### config.mk
export PLATFORM = sky130hd
export DESIGN_NAME = ex_mdu
export DESIGN_NICKNAME = d
export VERILOG_FILES = /design/src/rtl/ex_mdu.sv
export SDC_FILE = /design/constraint.sdc
export NUM_CORES = 1
export LEC_CHECK = 0
export ABC_AREA = 0
export ABC_CLOCK_PERIOD_IN_PS = 5000
export BUFFER_PORTS_ARGS = -buffer_cell sky130_fd_sc_hd__buf_4
export CAP_MARGIN = 20
export CORE_ASPECT_RATIO = 1.25
export CORE_MARGIN = 8
export CORE_UTILIZATION = 50
export CTS_CLUSTER_SIZE = 40
export DETAILED_ROUTE_END_ITERATION = 8
export GPL_ROUTABILITY_DRIVEN = 0
export PLACE_DENSITY = 0.7
export SLEW_MARGIN = 5
export SYNTH_ARGS = -nofsm -noshare
export SYNTH_HDL_FRONTEND = slang
export SYNTH_SLANG_ARGS = --single-unit
### constraint.sdc
create_clock -name clk -period 5 [get_ports clk]
set_input_delay 1.25 -clock clk [delete_from_list [all_inputs] [get_ports clk]]
set_output_delay 1.25 -clock clk [all_outputs]
set_load 0.005 [all_outputs]
### src/rtl/ex_mdu.sv
// Iterative RV32M multiply/divide unit for the EX stage: radix-2 shift-add multiply, restoring divide.
// Define MDU_DIV_EN to build the divider; without it DIV/DIVU/REM/REMU complete at once flagged illegal_op.
module ex_mdu (
  input  logic        clk,
  input  logic        rst,
  input  logic        flush,
  input  logic        in_valid,
  input  logic [2:0]  in_op,
  input  logic [31:0] in_rs1,
  input  logic [31:0] in_rs2,
  input  logic [4:0]  in_rd,
  input  logic        in_rd_enable,
  output logic        stall_req,
  output logic        out_valid,
  output logic [31:0] out_data,
  output logic [4:0]  out_rd,
  output logic        out_rd_enable,
  output logic        illegal_op
);

  localparam logic [1:0] S_IDLE = 2'd0;
  localparam logic [1:0] S_MUL  = 2'd1;
`ifdef MDU_DIV_EN
  localparam logic [1:0] S_DIV  = 2'd2;
`endif
  localparam logic [1:0] S_DONE = 2'd3;

  logic [1:0]  state_reg;
  logic [5:0]  cnt_reg;
  logic [2:0]  op_reg;
  logic [4:0]  rd_reg;
  logic        rd_en_reg;
  logic [63:0] acc_reg;
  logic [31:0] opnd_reg;
  logic        neg_reg;
  logic [31:0] out_data_reg;
  logic [4:0]  out_rd_reg;
  logic        out_rd_en_reg;

  // Operand signedness and magnitudes, taken straight from the ID/EX operands at the accept edge.
  logic        a_signed, b_signed, a_neg, b_neg;
  logic [31:0] a_mag, b_mag;

  always_comb begin
    a_signed = 1'b0;
    b_signed = 1'b0;
    if (in_op[2]) begin
      a_signed = ~in_op[0];
      b_signed = ~in_op[0];
    end else begin
      a_signed = (in_op[1:0] == 2'b01) || (in_op[1:0] == 2'b10);
      b_signed = (in_op[1:0] == 2'b01);
    end
  end

  assign a_neg = a_signed & in_rs1[31];
  assign b_neg = b_signed & in_rs2[31];
  assign a_mag = a_neg ? (~in_rs1 + 32'd1) : in_rs1;
  assign b_mag = b_neg ? (~in_rs2 + 32'd1) : in_rs2;

  // Multiply: acc holds {partial product, remaining multiplier bits}, shifted right each step.
  logic [32:0] mul_sum;
  logic [63:0] mul_step, mul_prod;
  logic [31:0] mul_res;

  assign mul_sum  = {1'b0, acc_reg[63:32]} + (acc_reg[0] ? {1'b0, opnd_reg} : 33'd0);
  assign mul_step = {mul_sum, acc_reg[31:1]};
  assign mul_prod = neg_reg ? (~acc_reg + 64'd1) : acc_reg;
  assign mul_res  = (op_reg == 3'b000) ? mul_prod[31:0] : mul_prod[63:32];

`ifdef MDU_DIV_EN
  // Divide: acc holds {partial remainder, dividend bits shifting out / quotient bits shifting in}.
  logic        neg_rem_reg, dz_reg, ovf_reg;
  logic [31:0] rs1_reg;
  logic [32:0] div_trial;
  logic [63:0] div_step;
  logic [31:0] quo_fix, rem_fix, div_res, fast_res;

  assign div_trial = acc_reg[63:31] - {1'b0, opnd_reg};
  assign div_step  = div_trial[32] ? {acc_reg[62:0], 1'b0}
                                   : {div_trial[31:0], acc_reg[30:0], 1'b1};
  assign quo_fix   = neg_reg     ? (~acc_reg[31:0] + 32'd1)  : acc_reg[31:0];
  assign rem_fix   = neg_rem_reg ? (~acc_reg[63:32] + 32'd1) : acc_reg[63:32];
  assign div_res   = op_reg[1] ? rem_fix : quo_fix;
  assign fast_res  = dz_reg ? (op_reg[1] ? rs1_reg : 32'hFFFF_FFFF)
                            : (op_reg[1] ? 32'd0   : 32'h8000_0000);

  assign stall_req  = (state_reg == S_IDLE && in_valid) || state_reg == S_MUL || state_reg == S_DIV;
  assign illegal_op = 1'b0;
`else
  logic illegal_reg;

  assign stall_req  = (state_reg == S_IDLE && in_valid) || state_reg == S_MUL;
  assign illegal_op = out_valid & illegal_reg;
`endif

  // A flush in the DONE cycle must kill the result strobe without waiting for an edge.
  assign out_valid     = (state_reg == S_DONE) && !flush;
  assign out_data      = out_data_reg;
  assign out_rd        = out_rd_reg;
  assign out_rd_enable = out_rd_en_reg;

  always_ff @(posedge clk) begin
    if (rst) begin
      state_reg     <= S_IDLE;
      cnt_reg       <= '0;
      out_data_reg  <= '0;
      out_rd_reg    <= '0;
      out_rd_en_reg <= 1'b0;
`ifndef MDU_DIV_EN
      illegal_reg   <= 1'b0;
`endif
    end else if (flush) begin
      state_reg <= S_IDLE;
      cnt_reg   <= '0;
    end else begin
      case (state_reg)
        S_IDLE: begin
          if (in_valid) begin
            op_reg    <= in_op;
            rd_reg    <= in_rd;
            rd_en_reg <= in_rd_enable;
            cnt_reg   <= '0;
            neg_reg   <= a_neg ^ b_neg;
`ifdef MDU_DIV_EN
            rs1_reg     <= in_rs1;
            neg_rem_reg <= a_neg;
            dz_reg      <= (in_rs2 == 32'd0);
            ovf_reg     <= ~in_op[0] && (in_rs1 == 32'h8000_0000) && (in_rs2 == 32'hFFFF_FFFF);
            if (in_op[2]) begin
              acc_reg   <= {32'd0, a_mag};
              opnd_reg  <= b_mag;
              state_reg <= S_DIV;
            end else begin
              acc_reg   <= {32'd0, b_mag};
              opnd_reg  <= a_mag;
              state_reg <= S_MUL;
            end
`else
            acc_reg   <= {32'd0, b_mag};
            opnd_reg  <= a_mag;
            state_reg <= S_MUL;
`endif
          end
        end
        S_MUL: begin
`ifndef MDU_DIV_EN
          // Unsupported divide ops ride through MUL for one cycle so they match the divider fast-path timing.
          if (op_reg[2]) begin
            out_data_reg  <= '0;
            out_rd_reg    <= rd_reg;
            out_rd_en_reg <= 1'b0;
            illegal_reg   <= 1'b1;
            state_reg     <= S_DONE;
          end else
`endif
          if (cnt_reg == 6'd32) begin
            out_data_reg  <= mul_res;
            out_rd_reg    <= rd_reg;
            out_rd_en_reg <= rd_en_reg;
`ifndef MDU_DIV_EN
            illegal_reg   <= 1'b0;
`endif
            state_reg     <= S_DONE;
          end else begin
            acc_reg <= mul_step;
            cnt_reg <= cnt_reg + 6'd1;
          end
        end
`ifdef MDU_DIV_EN
        S_DIV: begin
          if (dz_reg || ovf_reg) begin
            out_data_reg  <= fast_res;
            out_rd_reg    <= rd_reg;
            out_rd_en_reg <= rd_en_reg;
            state_reg     <= S_DONE;
          end else if (cnt_reg == 6'd32) begin
            out_data_reg  <= div_res;
            out_rd_reg    <= rd_reg;
            out_rd_en_reg <= rd_en_reg;
            state_reg     <= S_DONE;
          end else begin
            acc_reg <= div_step;
            cnt_reg <= cnt_reg + 6'd1;
          end
        end
`endif
        S_DONE:  state_reg <= S_IDLE;
        default: state_reg <= S_IDLE;
      endcase
    end
  end

endmodule
==> impl_results.md <==
- Status: completed
- Worst Hold Path EP: out_data[31]
- Routed wire length: 25,400 um
- Post-synthesis sequential area ratio: 0.408
- Worst path cell trace: buf_4, and2_1, fa_1, a21o_1, a2bb2oi_1, o21ai_0, a2111oi_0, buf_4, o21bai_1, a21oi_1, o21bai_1, mux2i_1
- Die ar.: 25,000 um^2
- Final core utilization: 0.593
- Avg Vias per Cell: 5.71
- Largest net degree at the start of global routing: 70
- Slowest cell on crit path: edfxtp_1
- First-pass GRT wire length: 41,100 um
- Worst setup SP type: register
- Async set-reset flop share out of synthesis: 0
- Port Buffers: approximately 120
- Period utilization: 0.775
- Required @ worst endpoint: 5.18 ns
- Fill cells: 1,765
- Max Cap Viol: 0
- Layout Cells excl Fill: 1,484
- Post-DP HPWL: ~20,000 um
- Core area: 20,000 um^2
- Share of post-route cells with drive strength above 1: 0.151
- TritonCTS clock tree: yes
- Lkg Pwr: between 4 and 5 nW
- P per Cell Area: 263 nW/um^2
- Initial antenna violation count: 0
- Site row count: 58
- Initial DRC count: 622
- Setup violators final: 0
- RR Endpoint: acc_reg[57]
- Tightest Pin Transition: a little under 0.9 ns
- Root buffer cell: clkbuf_16
- Number of buffers created by CTS: 17
- TritonCTS Sinks: 153
- Top_reg_cell synth: edfxtp_1
- Synthesized instance count: 1,100
- R2R setup slack: 1.13 ns
- Slew headroom: 0.419
- Top delay family on crit path: compound AO/OA/AOI/OAI gates
- Syn. warnings: 0
- Post-route minimum period: ~3.9 ns
- Worst path bufs/invs: 2
- Diode count: 0
- Routed wire per std cell: around 17 um
- F_max: 0.258 GHz
- Worst path max stage delay: about 0.55 ns
- H-tree Lvls: 4
- Clk_lat worst skew: 0.43 ns
- CP Class: reg2reg
- Fin Setup TNS: 0 ns
- Vias in the first global route: 8,165
- Post-synth EDFFs: 106
- Die width: ~140 um
- Post-route ant nets: 0
- Worst Path Arrival: 4.05 ns
- IO Pins: 118
- Critical hold path startpoint: out_data[31]
- Synth-to-Final Area Change: 17.2%
- Avg Cell Area, Syn: about 9.2 um^2
- Max FFs per register: 64
- Total GRT Usage: 0.205
- Post-route cell area: 11,800 um^2
- Die Y: 175 um
- Worst IR drop on VDD: 0.242 mV
- RSZ-0062 raised after global routing: false
- DR vias: 8,474
- Post-CTS repair timing setup buffer count: 0
- Clock Path Buffers: 2
- Pre-Repair DR Iteration Count: 6
- DRC viols: 0
- WHS Path Cells: 2
- Final Hold Fails: 0
- Hold_buf cts: 0
- Unique masters post-synth: 70
- Final Max Slew Viols: 0
- Min-delay worst type: reg2reg
- R2R Path Start: acc_reg[0]
- Crit end category: register
- Reg2Reg Depth: 12
- Crit path max fanout: 31
- Synth Cell Area: slightly above 10,000 um^2
- Initial Utilization: 0.506
- DP Area: approximately 11,000 um^2
- Synthesized flop and latch total: 153
- Mapped Nets: around 1,200
- # nets final: 1,317
- Gr ovfl total: 0
- Clock transition at path regs: 0.07 ns
- Clock Skew: roughly 0.0078 ns
- Post-placement cell count: approximately 1,500
- Post-CTS Resized: 0
==> how the worst max path moves through the flow <==
stage          depth (start not counted)  slack (ns)  startpoint           end
2_1_floorplan                          3        0.10       flush    acc_reg[0]
3_3_place_gp                           9        1.03   in_rs1[4]  opnd_reg[30]
3_5_place_dp                           9        1.01   in_rs1[4]  opnd_reg[30]
4_1_cts                               12        1.24  acc_reg[0]   acc_reg[57]
5_1_grt                               12        0.93  acc_reg[0]   acc_reg[57]
6_report                              12        1.13  acc_reg[0]   acc_reg[57]
==> cell type report <==
type / instances / area [um^2] / share of cell area
multi-input combinational: 881 / 5760 / 0.487
inverter: 21 / 78.8 / 0.00666
sequential: 153 / 4120 / 0.348
timing repair buffer: 127 / 966 / 0.0816
tap: 270 / 338 / 0.0285
clock buffer: 19 / 464 / 0.0392
clock inverter: 13 / 108 / 0.00909
==> metal layers <==
layer / track usage / up-vias / part of all wire
met3: 0.0360 / 30 / 0.050
li1: - / 4226 / -
met1: 0.252 / 4007 / 0.43
met4: 0.0675 / 0 / 0.020
met5: 0 / - / 0
met2: 0.353 / 211 / 0.50
==> Yosys cell counts, drive strengths merged (3+ instances only) <==
cell type	instances	share of area
ha	38	0.047
buf	4	0.0024
o21bai	5	0.0037
xor2	72	0.062
o21ai	101	0.050
or3	14	0.0087
a22oi	17	0.013
nand3	14	0.0069
a21oi	60	0.030
xnor2	76	0.066
nor4	12	0.0080
a21o	22	0.016
inv	21	0.0078
a221oi	3	0.0026
nand4	10	0.0062
or2	8	0.0052
or4	16	0.013
mux2i	5	0.0050
clkbuf	41	0.015
o211ai	6	0.0045
nor2b	5	0.0031
nand3b	6	0.0045
nand2b	13	0.0080
o31ai	24	0.019
and3	4	0.0025
edfxtp	106	0.32
a211oi	3	0.0022
nor2	101	0.038
a31oi	6	0.0037
o221ai	3	0.0026
dfxtp	47	0.093
nand2	113	0.042
o41ai	22	0.023
nor3	31	0.016
and2	39	0.024
==> where the power goes <==
group	internal, mW	switching, mW
Clock	0.692	0.547
Sequential	1.41	0.0390
Combinational	0.187	0.240
==> cell usage in the layout, fill, tap and decap left out, types with 7 or more instances in the layout <==
cell type / netlist / final
buf_4: 0 / 126
nand2_1: 113 / 113
edfxtp_1: 106 / 106
o21ai_0: 100 / 100
nor2_1: 101 / 99
xnor2_1: 76 / 76
xor2_1: 72 / 72
a21oi_1: 60 / 60
dfxtp_1: 47 / 47
and2_1: 39 / 39
ha_1: 38 / 38
nor3_1: 30 / 30
o31ai_1: 23 / 23
a21o_1: 22 / 22
inv_1: 21 / 21
o41ai_1: 20 / 20
clkbuf_16: 0 / 18
a22oi_1: 17 / 17
or4_1: 14 / 14
or3_1: 14 / 14
nand3_1: 14 / 14
nand2b_1: 13 / 13
nor4_1: 11 / 10
nand4_1: 10 / 10
or2_2: 7 / 7
inv_6: 0 / 7
==> per-stage QoR <==
step | hold WS [ns] | power [mW] | setup slack, ns
after floorplan | 0.432 | 1.74 | 0.101
after global placement | 0.431 | 1.89 | 1.03
after detailed placement | 0.436 | 1.90 | 1.01
after CTS | 0.445 | 3.12 | 1.24
after global routing | 0.466 | 3.22 | 0.926
final | 0.440 | 3.11 | 1.13
==> worst register-to-register path, delay by kind of cell, from the launching register on <==
family	cells	cell delay (ns)
compound gates	7	1.84
fa+ha+maj	1	0.43
buf+inv	2	0.50
flops	1	0.55
mux	1	0.13
simple gates	1	0.19
==> logic make-up after synthesis <==
family | after synthesis | synth area share
flops | 153 | 0.408
simple gates | 398 | 0.198
mux | 5 | 0.00495
buf+inv | 66 | 0.0254
xor+xnor | 148 | 0.128
compound gates | 291 | 0.186
fa+ha+maj | 39 | 0.0490
(Power assumes the default switching activity.)
